--- src/rtl/stack_if.sv ---
// stack_if: command/response bundle between the stack-machine controller and the operand stack.
// Ports (signals):
//   push, pop, tos, clr_err  controller -> stack commands
//   din                      word to push (MtoS mux)
//   dout                     registered top-of-stack read data
//   count, empty, full       occupancy status
//   ovf, unf                 sticky overflow / underflow flags
interface stack_if #(
    parameter int WIDTH = 8,
    parameter int DEPTH = 16
);
    localparam int CW = $clog2(DEPTH) + 1;
    logic             push;
    logic             pop;
    logic             tos;
    logic             clr_err;
    logic [WIDTH-1:0] din;
    logic [WIDTH-1:0] dout;
    logic [CW-1:0]    count;
    logic             empty;
    logic             full;
    logic             ovf;
    logic             unf;
    modport master (output push, pop, tos, clr_err, din,
                    input  dout, count, empty, full, ovf, unf);
    modport slave  (input  push, pop, tos, clr_err, din,
                    output dout, count, empty, full, ovf, unf);
endinterface

--- src/rtl/stack_unit.sv ---
// stack_unit: LIFO operand stack with registered top-of-stack output and sticky error flags.
// Ports:
//   clk  rising-edge clock
//   rst  synchronous active-low reset
//   bus  stack_if.slave: push/pop/tos/clr_err/din in; dout/count/empty/full/ovf/unf out
module stack_unit #(
    parameter int WIDTH = 8,
    parameter int DEPTH = 16
) (
    input  logic    clk,
    input  logic    rst,
    stack_if.slave  bus
);
    localparam int AW = $clog2(DEPTH);
    localparam logic [AW:0] SP_ONE  = (AW+1)'(1);
    localparam logic [AW:0] SP_FULL = (AW+1)'(DEPTH);
    logic [WIDTH-1:0] mem_q [DEPTH];
    logic [AW:0]      sp_q, sp_d;
    logic [WIDTH-1:0] dout_q, dout_d;
    logic             ovf_q, ovf_d, unf_q, unf_d;
    logic             empty, full, replace, wr_push, rd_ok, we;
    logic [AW-1:0]    top_a, wr_a;
    always_comb begin
        empty   = sp_q == '0;
        full    = sp_q == SP_FULL;
        top_a   = AW'(sp_q - SP_ONE);
        // push+pop on a non-empty stack overwrites the top in place
        replace = bus.push & bus.pop & ~empty;
        // a real push: not full, and either no pop or the stack is empty (pop has nothing to take)
        wr_push = bus.push & ~full & (~bus.pop | empty);
        rd_ok   = (bus.pop | bus.tos) & ~empty;
        we      = rst & (wr_push | replace);
        wr_a    = replace ? top_a : sp_q[AW-1:0];
        sp_d    = wr_push ? sp_q + SP_ONE :
                  (bus.pop & ~bus.push & ~empty) ? sp_q - SP_ONE : sp_q;
        dout_d  = rd_ok ? mem_q[top_a] : dout_q;
        // a new error in the same cycle as clr_err wins
        ovf_d   = (bus.push & ~bus.pop & full) | (ovf_q & ~bus.clr_err);
        unf_d   = ((bus.pop | bus.tos) & empty) | (unf_q & ~bus.clr_err);
    end
    always_ff @(posedge clk) begin
        if (!rst) begin
            sp_q   <= '0;
            dout_q <= '0;
            ovf_q  <= 1'b0;
            unf_q  <= 1'b0;
        end else begin
            sp_q   <= sp_d;
            dout_q <= dout_d;
            ovf_q  <= ovf_d;
            unf_q  <= unf_d;
        end
    end
    // storage is deliberately not reset
    always_ff @(posedge clk) begin
        if (we) mem_q[wr_a] <= bus.din;
    end
    assign bus.dout  = dout_q;
    assign bus.count = sp_q;
    assign bus.empty = empty;
    assign bus.full  = full;
    assign bus.ovf   = ovf_q;
    assign bus.unf   = unf_q;
endmodule
--- src/flat_wrapper.sv ---
// flat-port wrapper written by rule: the top's interface ports become plain ports
module stack_unit_flat 
#(
    parameter int WIDTH = 8,
    parameter int DEPTH = 16
)
  (clk, rst, bus_push, bus_pop, bus_tos, bus_clr_err, bus_din, bus_dout, bus_count, bus_empty, bus_full, bus_ovf, bus_unf);
  stack_if #(.WIDTH(WIDTH), .DEPTH(DEPTH)) bus_i ();
  input  logic clk;
  input  logic rst;
  input wire logic [$bits(bus_i.push)-1:0] bus_push;
  input wire logic [$bits(bus_i.pop)-1:0] bus_pop;
  input wire logic [$bits(bus_i.tos)-1:0] bus_tos;
  input wire logic [$bits(bus_i.clr_err)-1:0] bus_clr_err;
  input wire logic [$bits(bus_i.din)-1:0] bus_din;
  output wire logic [$bits(bus_i.dout)-1:0] bus_dout;
  output wire logic [$bits(bus_i.count)-1:0] bus_count;
  output wire logic [$bits(bus_i.empty)-1:0] bus_empty;
  output wire logic [$bits(bus_i.full)-1:0] bus_full;
  output wire logic [$bits(bus_i.ovf)-1:0] bus_ovf;
  output wire logic [$bits(bus_i.unf)-1:0] bus_unf;
  assign bus_i.push = bus_push;
  assign bus_i.pop = bus_pop;
  assign bus_i.tos = bus_tos;
  assign bus_i.clr_err = bus_clr_err;
  assign bus_i.din = bus_din;
  assign bus_dout = bus_i.dout;
  assign bus_count = bus_i.count;
  assign bus_empty = bus_i.empty;
  assign bus_full = bus_i.full;
  assign bus_ovf = bus_i.ovf;
  assign bus_unf = bus_i.unf;
  stack_unit #(.WIDTH(WIDTH), .DEPTH(DEPTH)) u_core (.clk(clk), .rst(rst), .bus(bus_i));
endmodule
--- config.mk ---
export PLATFORM = sky130hd
export DESIGN_NAME = stack_unit_flat
export DESIGN_NICKNAME = d
export VERILOG_FILES = /design/src/rtl/stack_if.sv /design/src/rtl/stack_unit.sv /design/src/flat_wrapper.sv
export SDC_FILE = /design/constraint.sdc
export NUM_CORES = 1
export LEC_CHECK = 0
export CAP_MARGIN = 20
export CORE_MARGIN = 2
export CORE_UTILIZATION = 33
export DETAILED_ROUTE_END_ITERATION = 7
export PLACE_DENSITY = 0.51
export SLEW_MARGIN = 20
export SYNTH_ARGS = -nofsm -noshare
export SYNTH_HDL_FRONTEND = slang
export SYNTH_SLANG_ARGS = --single-unit
--- constraint.sdc ---
create_clock -name clk -period 4.3 [get_ports clk]
set_input_delay 0.43 -clock clk [delete_from_list [all_inputs] [get_ports clk]]
set_output_delay 0.43 -clock clk [all_outputs]
set_load 0.1 [all_outputs]
# Word-level counts from Yosys, hierarchy flattened
# Memories as Yosys holds them, arrays and structs flattened. A register that Yosys moved wholly into a read port is not among the register bits.
# Index checks and enable logic that the tools add are counted.
# word_totals
ramBits	128
memories	1
elab_cells	38
regBits	7
# mem_list
memory	words	word_bits	rd	rd_clocked_by_memory_dff	wr	line	text
u_core.mem_q	16	8	1	1	1	stack_unit.sv:17	logic [WIDTH-1:0] mem_q [DEPTH];
# classes
addsub	2
n_mux	5
n_bitwise	23
reduce_logical	3
eq_ne	1
# ops
op	count
bitwise AND 1 bit	13
2-to-1 mux 5 bit	2
adder 5 x 1 -> 5 bit, second input constant	1
equality test 5 bit, second input constant	1
logical NOT 5 bit	1
inverter 1 bit	5
bitwise OR 1 bit	5
subtractor 5 x 1 -> 5 bit, second input constant	1
2-to-1 mux 4 bit	1
2-to-1 mux 1 bit	2
nonzero test 2 bit	1
logical NOT 1 bit	1

# Longest topological paths before layout
# depth
ltp_word	8
ltp_mapped	12

# Worst setup path before layout
# Ideal clock, no wire load.
# synth_path
kind	flip-flop to flip-flop
start	register u_core.sp_q[0], in the netlist u_core.bus.count[0]
end	memory u_core.mem_q[10][0] (enable)
slack_ns	0.221
arrival_ns	3.708
period_less_slack_ns	4.079
required_ns	3.930
n_path_buf	5
stages_incl_launch_ff	13
cell_sequence	dfxtp_1 clkbuf_1 clkinv_1 clkbuf_1 ha_1 buf_6 or4b_1 buf_2 inv_2 buf_2 nor4_1 o211ai_1 nor2_1
# synth_between
elab_cells_between_ends	14
# synth_lines
element	line	text
start: declaration	stack_unit.sv:18	logic [AW:0] sp_q, sp_d;
start signal: assignment	stack_unit.sv:48	sp_q <= sp_d;
logical NOT 5 bit (*)	stack_unit.sv:24	empty = sp_q == '0;
via bus_empty	flat_wrapper.sv:18	output wire logic [$bits(bus_i.empty)-1:0] bus_empty;
bitwise OR 1 bit or inverter 1 bit (tied branches)	stack_unit.sv:30, stack_unit.sv:28	
bitwise AND 1 bit (on tied branches)	stack_unit.sv:30, stack_unit.sv:28	
bitwise OR 1 bit	stack_unit.sv:32	we = rst & (wr_push | replace);
bitwise AND 1 bit	stack_unit.sv:32	
2-to-1 mux 1 bit	stack_unit.sv:56	if (we) mem_q[wr_a] <= bus.din;
2-to-1 mux 1 bit (not written as such)	stack_unit.sv:56	
end: declaration	stack_unit.sv:17	
# Mark *: on every way through the listed nets, which the timed path passes. The rest lies on a longest branch.

# Worst setup path after layout
# layout_path
start	register u_core.sp_q[1], in the netlist u_core.bus.count[1]
end	memory u_core.mem_q[15][6] (enable)
# layout_between
elab_chain_len	8
elab_cells_between_ends	14
# layout_lines
element	line	text
equality test 5 bit	stack_unit.sv:25	full = sp_q == SP_FULL;
inverter 1 bit	stack_unit.sv:30	wr_push = bus.push & ~full & (~bus.pop | empty);
bitwise AND 1 bit (2 in a row)	stack_unit.sv:30	
bitwise OR 1 bit	stack_unit.sv:32	
bitwise AND 1 bit	stack_unit.sv:32	
2-to-1 mux 1 bit	stack_unit.sv:56	
2-to-1 mux 1 bit (not written as such)	stack_unit.sv:56	
# Several ways; a longest one is shown, not always the timed one.

==> out/qor.csv <==
stage,metric,value,unit
finish,layout_common_cells,"edfxtp_1 (128), mux4_2 (28), clkdlybuf4s50_1 (28), nand2_1 (19)",
finish,diodes,0,
pwr,power_frac_clock,35.1,%
routing,viasPerCell,5.27,
finish,fin_area,7040,sq um
critical_path,timing.rr.start,u_core.bus.count[1]$_SDFFE_PN0P_,
timing,rsz0062_at_grt,false,
synth,synth_edf_count,128,
critical_path,critPathCaptureType,flop,
timing,fin_crit,3.31,ns
grt,use_met2,23.4,%
min_path,worstHoldStart,u_core.bus.unf$_SDFF_PN0_,
clocking,cts_max_level,4,
clocking,cts.clk_slew.worst_paths,0.06,ns
grt,grt-busiest-layer,met2,
floorplanning,core-area,17300,sq um
floorplanning,die_w,137,microns
critical_path,r2r_cells,7,
synth,syn_nets,346,
grt,grt_pass1_vias,3324,
critical_path,worstPathRequired,4.34,ns
clocking,cts_hold_buf,0,
placement,hpwlAfterDp,8.30,mm
grt,grt_pass1_wl,20.1,mm
synth,synth-async-reset-ratio,0,%
synth,postSynthAreaPerCell,17.7,sq um
finish,finalNetCount,386,
synth,ys.flop_type,edfxtp_1,
grt,grt_usage,15.4,%
outcome,outcome,completed,
routing,first_pass_iters,4,
clocking,cts_tree,yes,
synth,ys_seq_elements,143,
timing,fin_worst_skew,0.00985,ns
routing,num_vias,3204,
finish,drive_above_1_share,21.9,%
finish,final_common_cell,edfxtp_1,
pwr,ir_drop,376,uV
critical_path,worstPathMaxFanout,11,
placement,dp_worst_setup_slack,0.993,ns
placement,place_inst,576,
timing,hold_viol_final,0,
placement,post_dp_cell_area,6420,sq um
clocking,cts.repair.resized,0,
routing,wl,13.1,mm
floorplanning,die_y,137,microns
clocking,cts_buffers,17,
finish,stdcell_count,608,
timing,tns,0,ns
timing,slew_headroom,34.4,%
min_path,hold_depth,2,
critical_path,ff2ff_setup_slack,0.99,ns
pwr,power.switching,1.38,mW
timing,worstMarginPinSlew,0.981,ns
timing,period_share,76.9,%
synth,syn_area,5850,sq um
timing,drv_slew,0,
pwr,finalPower,4.37,mW
floorplanning,rows,48,
timing,finalHoldWorstSlack,0.488,ns
routing,drtIter0Drc,326,
pwr,p_per_area,620,nW/um^2
placement,port_buffers,30,
floorplanning,pin_count,31,
synth,netlist_instances,330,
min_path,min_path_type,flop to flop,
critical_path,cp-start-kind,flop,
clocking,cts_num_sinks,143,
pwr,combinationalPowerShare,27.5,%
pwr,seq_power_share,37.4,%
min_path,min_to,u_core.bus.unf$_SDFF_PN0_,
pwr,swShare,31.7,%
grt,grt_start_max_net_pins,28,
pwr,p_int,2.98,mW
routing,ant_nets,0,
flow_run,max_cap_viol_count,0,
critical_path,rr_endpoint,u_core.mem_q[15][6]$_DFFE_PP_,
grt,antenna_found_initial,0,
grt,overflow,0,
clocking,clk_latency,0.42,ns
synth,synth.yosys.seq_area_share,70.8,%
clocking,clk_path_buf_depth,2,
clocking,post_cts_buffers,0,
clocking,cts-root-buf,clkbuf_16,
floorplanning,dieArea,18800,sq um
grt,use_met3,4.15,%
placement,routabilityCongestion,0.826,
floorplanning,initial_utilization,33.8,%
synth,ys_warn_count,0,
finish,final_core_util,40.7,%
timing,clock.fmax,0.302,GHz
timing,final-setup-viol-count,0,
routing,routedWlPerCell,21.5,microns
grt,use_met1,20.4,%
routing,drc,0,
synth,synth_cell_types,48,
critical_path,cp.arrival,3.35,ns
critical_path,path_class,flop to flop,
timing,worst_slack,0.994,ns
pwr,p_leak,2.23,nW
finish,area_growth,20.3,%
-- kinds of logic after synthesis --
group           count (synthesis)  synth area share (%)
flops                         143                  70.8
simple gates                   65                  5.62
compound gates                 48                  5.92
mux                            43                  14.7
buf+inv                        27                  2.10
xor+xnor                        2                 0.428
fa+ha+maj                       2                 0.428
-- final cells by class --
cell class	count	area [sq um]
Clock buffer	18	429
Clock inverter	14	193
Fill cell	1552	10300
Inverter	9	33.8
Multi-Input combinational cell	160	1580
Sequential cell	143	4140
Tap cell	225	282
Timing Repair Buffer	39	375
-- worst max-delay path, stage by stage (launching register included) --
cell and delay [ns]:
dfxtp_1 0.41, inv_1 0.15, ha_1 0.41, or4b_1 0.62, inv_2 0.25, o31a_1 0.19
o211ai_1 0.19, nor2_1 0.71
-- how the worst max path moves through the flow --
stage	slack (ns)	depth (start not counted)	to	from
6_report	0.99	7	u_core.mem_q[15][6]$_DFFE_PP_	u_core.bus.count[1]$_SDFFE_PN0P_
2_1_floorplan	0.22	12	u_core.mem_q[10][0]$_DFFE_PP_	u_core.bus.count[0]$_SDFFE_PN0P_
4_1_cts	0.98	7	u_core.mem_q[15][6]$_DFFE_PP_	u_core.bus.count[1]$_SDFFE_PN0P_
3_5_place_dp	0.99	7	u_core.mem_q[15][0]$_DFFE_PP_	u_core.bus.count[1]$_SDFFE_PN0P_
5_1_grt	0.71	7	u_core.mem_q[13][7]$_DFFE_PP_	u_core.bus.count[1]$_SDFFE_PN0P_
3_3_place_gp	1.12	7	u_core.mem_q[7][1]$_DFFE_PP_	u_core.bus.count[1]$_SDFFE_PN0P_
-- cells in the mapped netlist, drive strengths merged (2+ instances only) --
| library cell | count | area share, % |
|---|---|---|
| nor4b | 2 | 0.30 |
| mux4 | 32 | 13 |
| a2111oi | 2 | 0.30 |
| a221o | 8 | 1.4 |
| mux2 | 10 | 1.9 |
| edfxtp | 128 | 66 |
| nand2b | 2 | 0.21 |
| nand2 | 19 | 1.2 |
| o211ai | 4 | 0.51 |
| dfxtp | 15 | 5.1 |
| nand4 | 2 | 0.21 |
| a21oi | 15 | 1.3 |
| o31a | 3 | 0.45 |
| inv | 8 | 0.51 |
| o21ai | 2 | 0.17 |
| ha | 2 | 0.43 |
| clkbuf | 9 | 0.58 |
| nand3 | 6 | 0.51 |
| nor3 | 2 | 0.17 |
| buf | 9 | 0.94 |
| nor3b | 2 | 0.26 |
| nor2 | 17 | 1.1 |
| o2111ai | 2 | 0.30 |
| a31oi | 5 | 0.53 |
| nor4 | 5 | 0.53 |
-- per-layer routing --
metal	share of wire, %	vias up
li1	-	1442
met1	44	1653
met2	48	94
met3	6.7	15
met4	2.1	0
met5	0	-
-- power by group through the flow --
stage	clock, mW	combinational [mW]	sequential, mW
6_report	1.53	1.20	1.63
5_1_grt	1.62	1.28	1.64
4_1_cts	1.56	1.22	1.63
3_5_place_dp	0	1.21	1.66
3_3_place_gp	0	1.22	1.66
2_1_floorplan	0	0.638	1.93
-- registers in the layout (all words and copies together) (netlist names) --
| name | cells |
|---|---|
| u_core.mem_q | 128 |
| u_core.bus.dout | 8 |
| u_core.bus.count | 5 |
| u_core.bus.ovf | 1 |
| u_core.bus.unf | 1 |
Note: power is estimated with default switching activity, not from simulation.
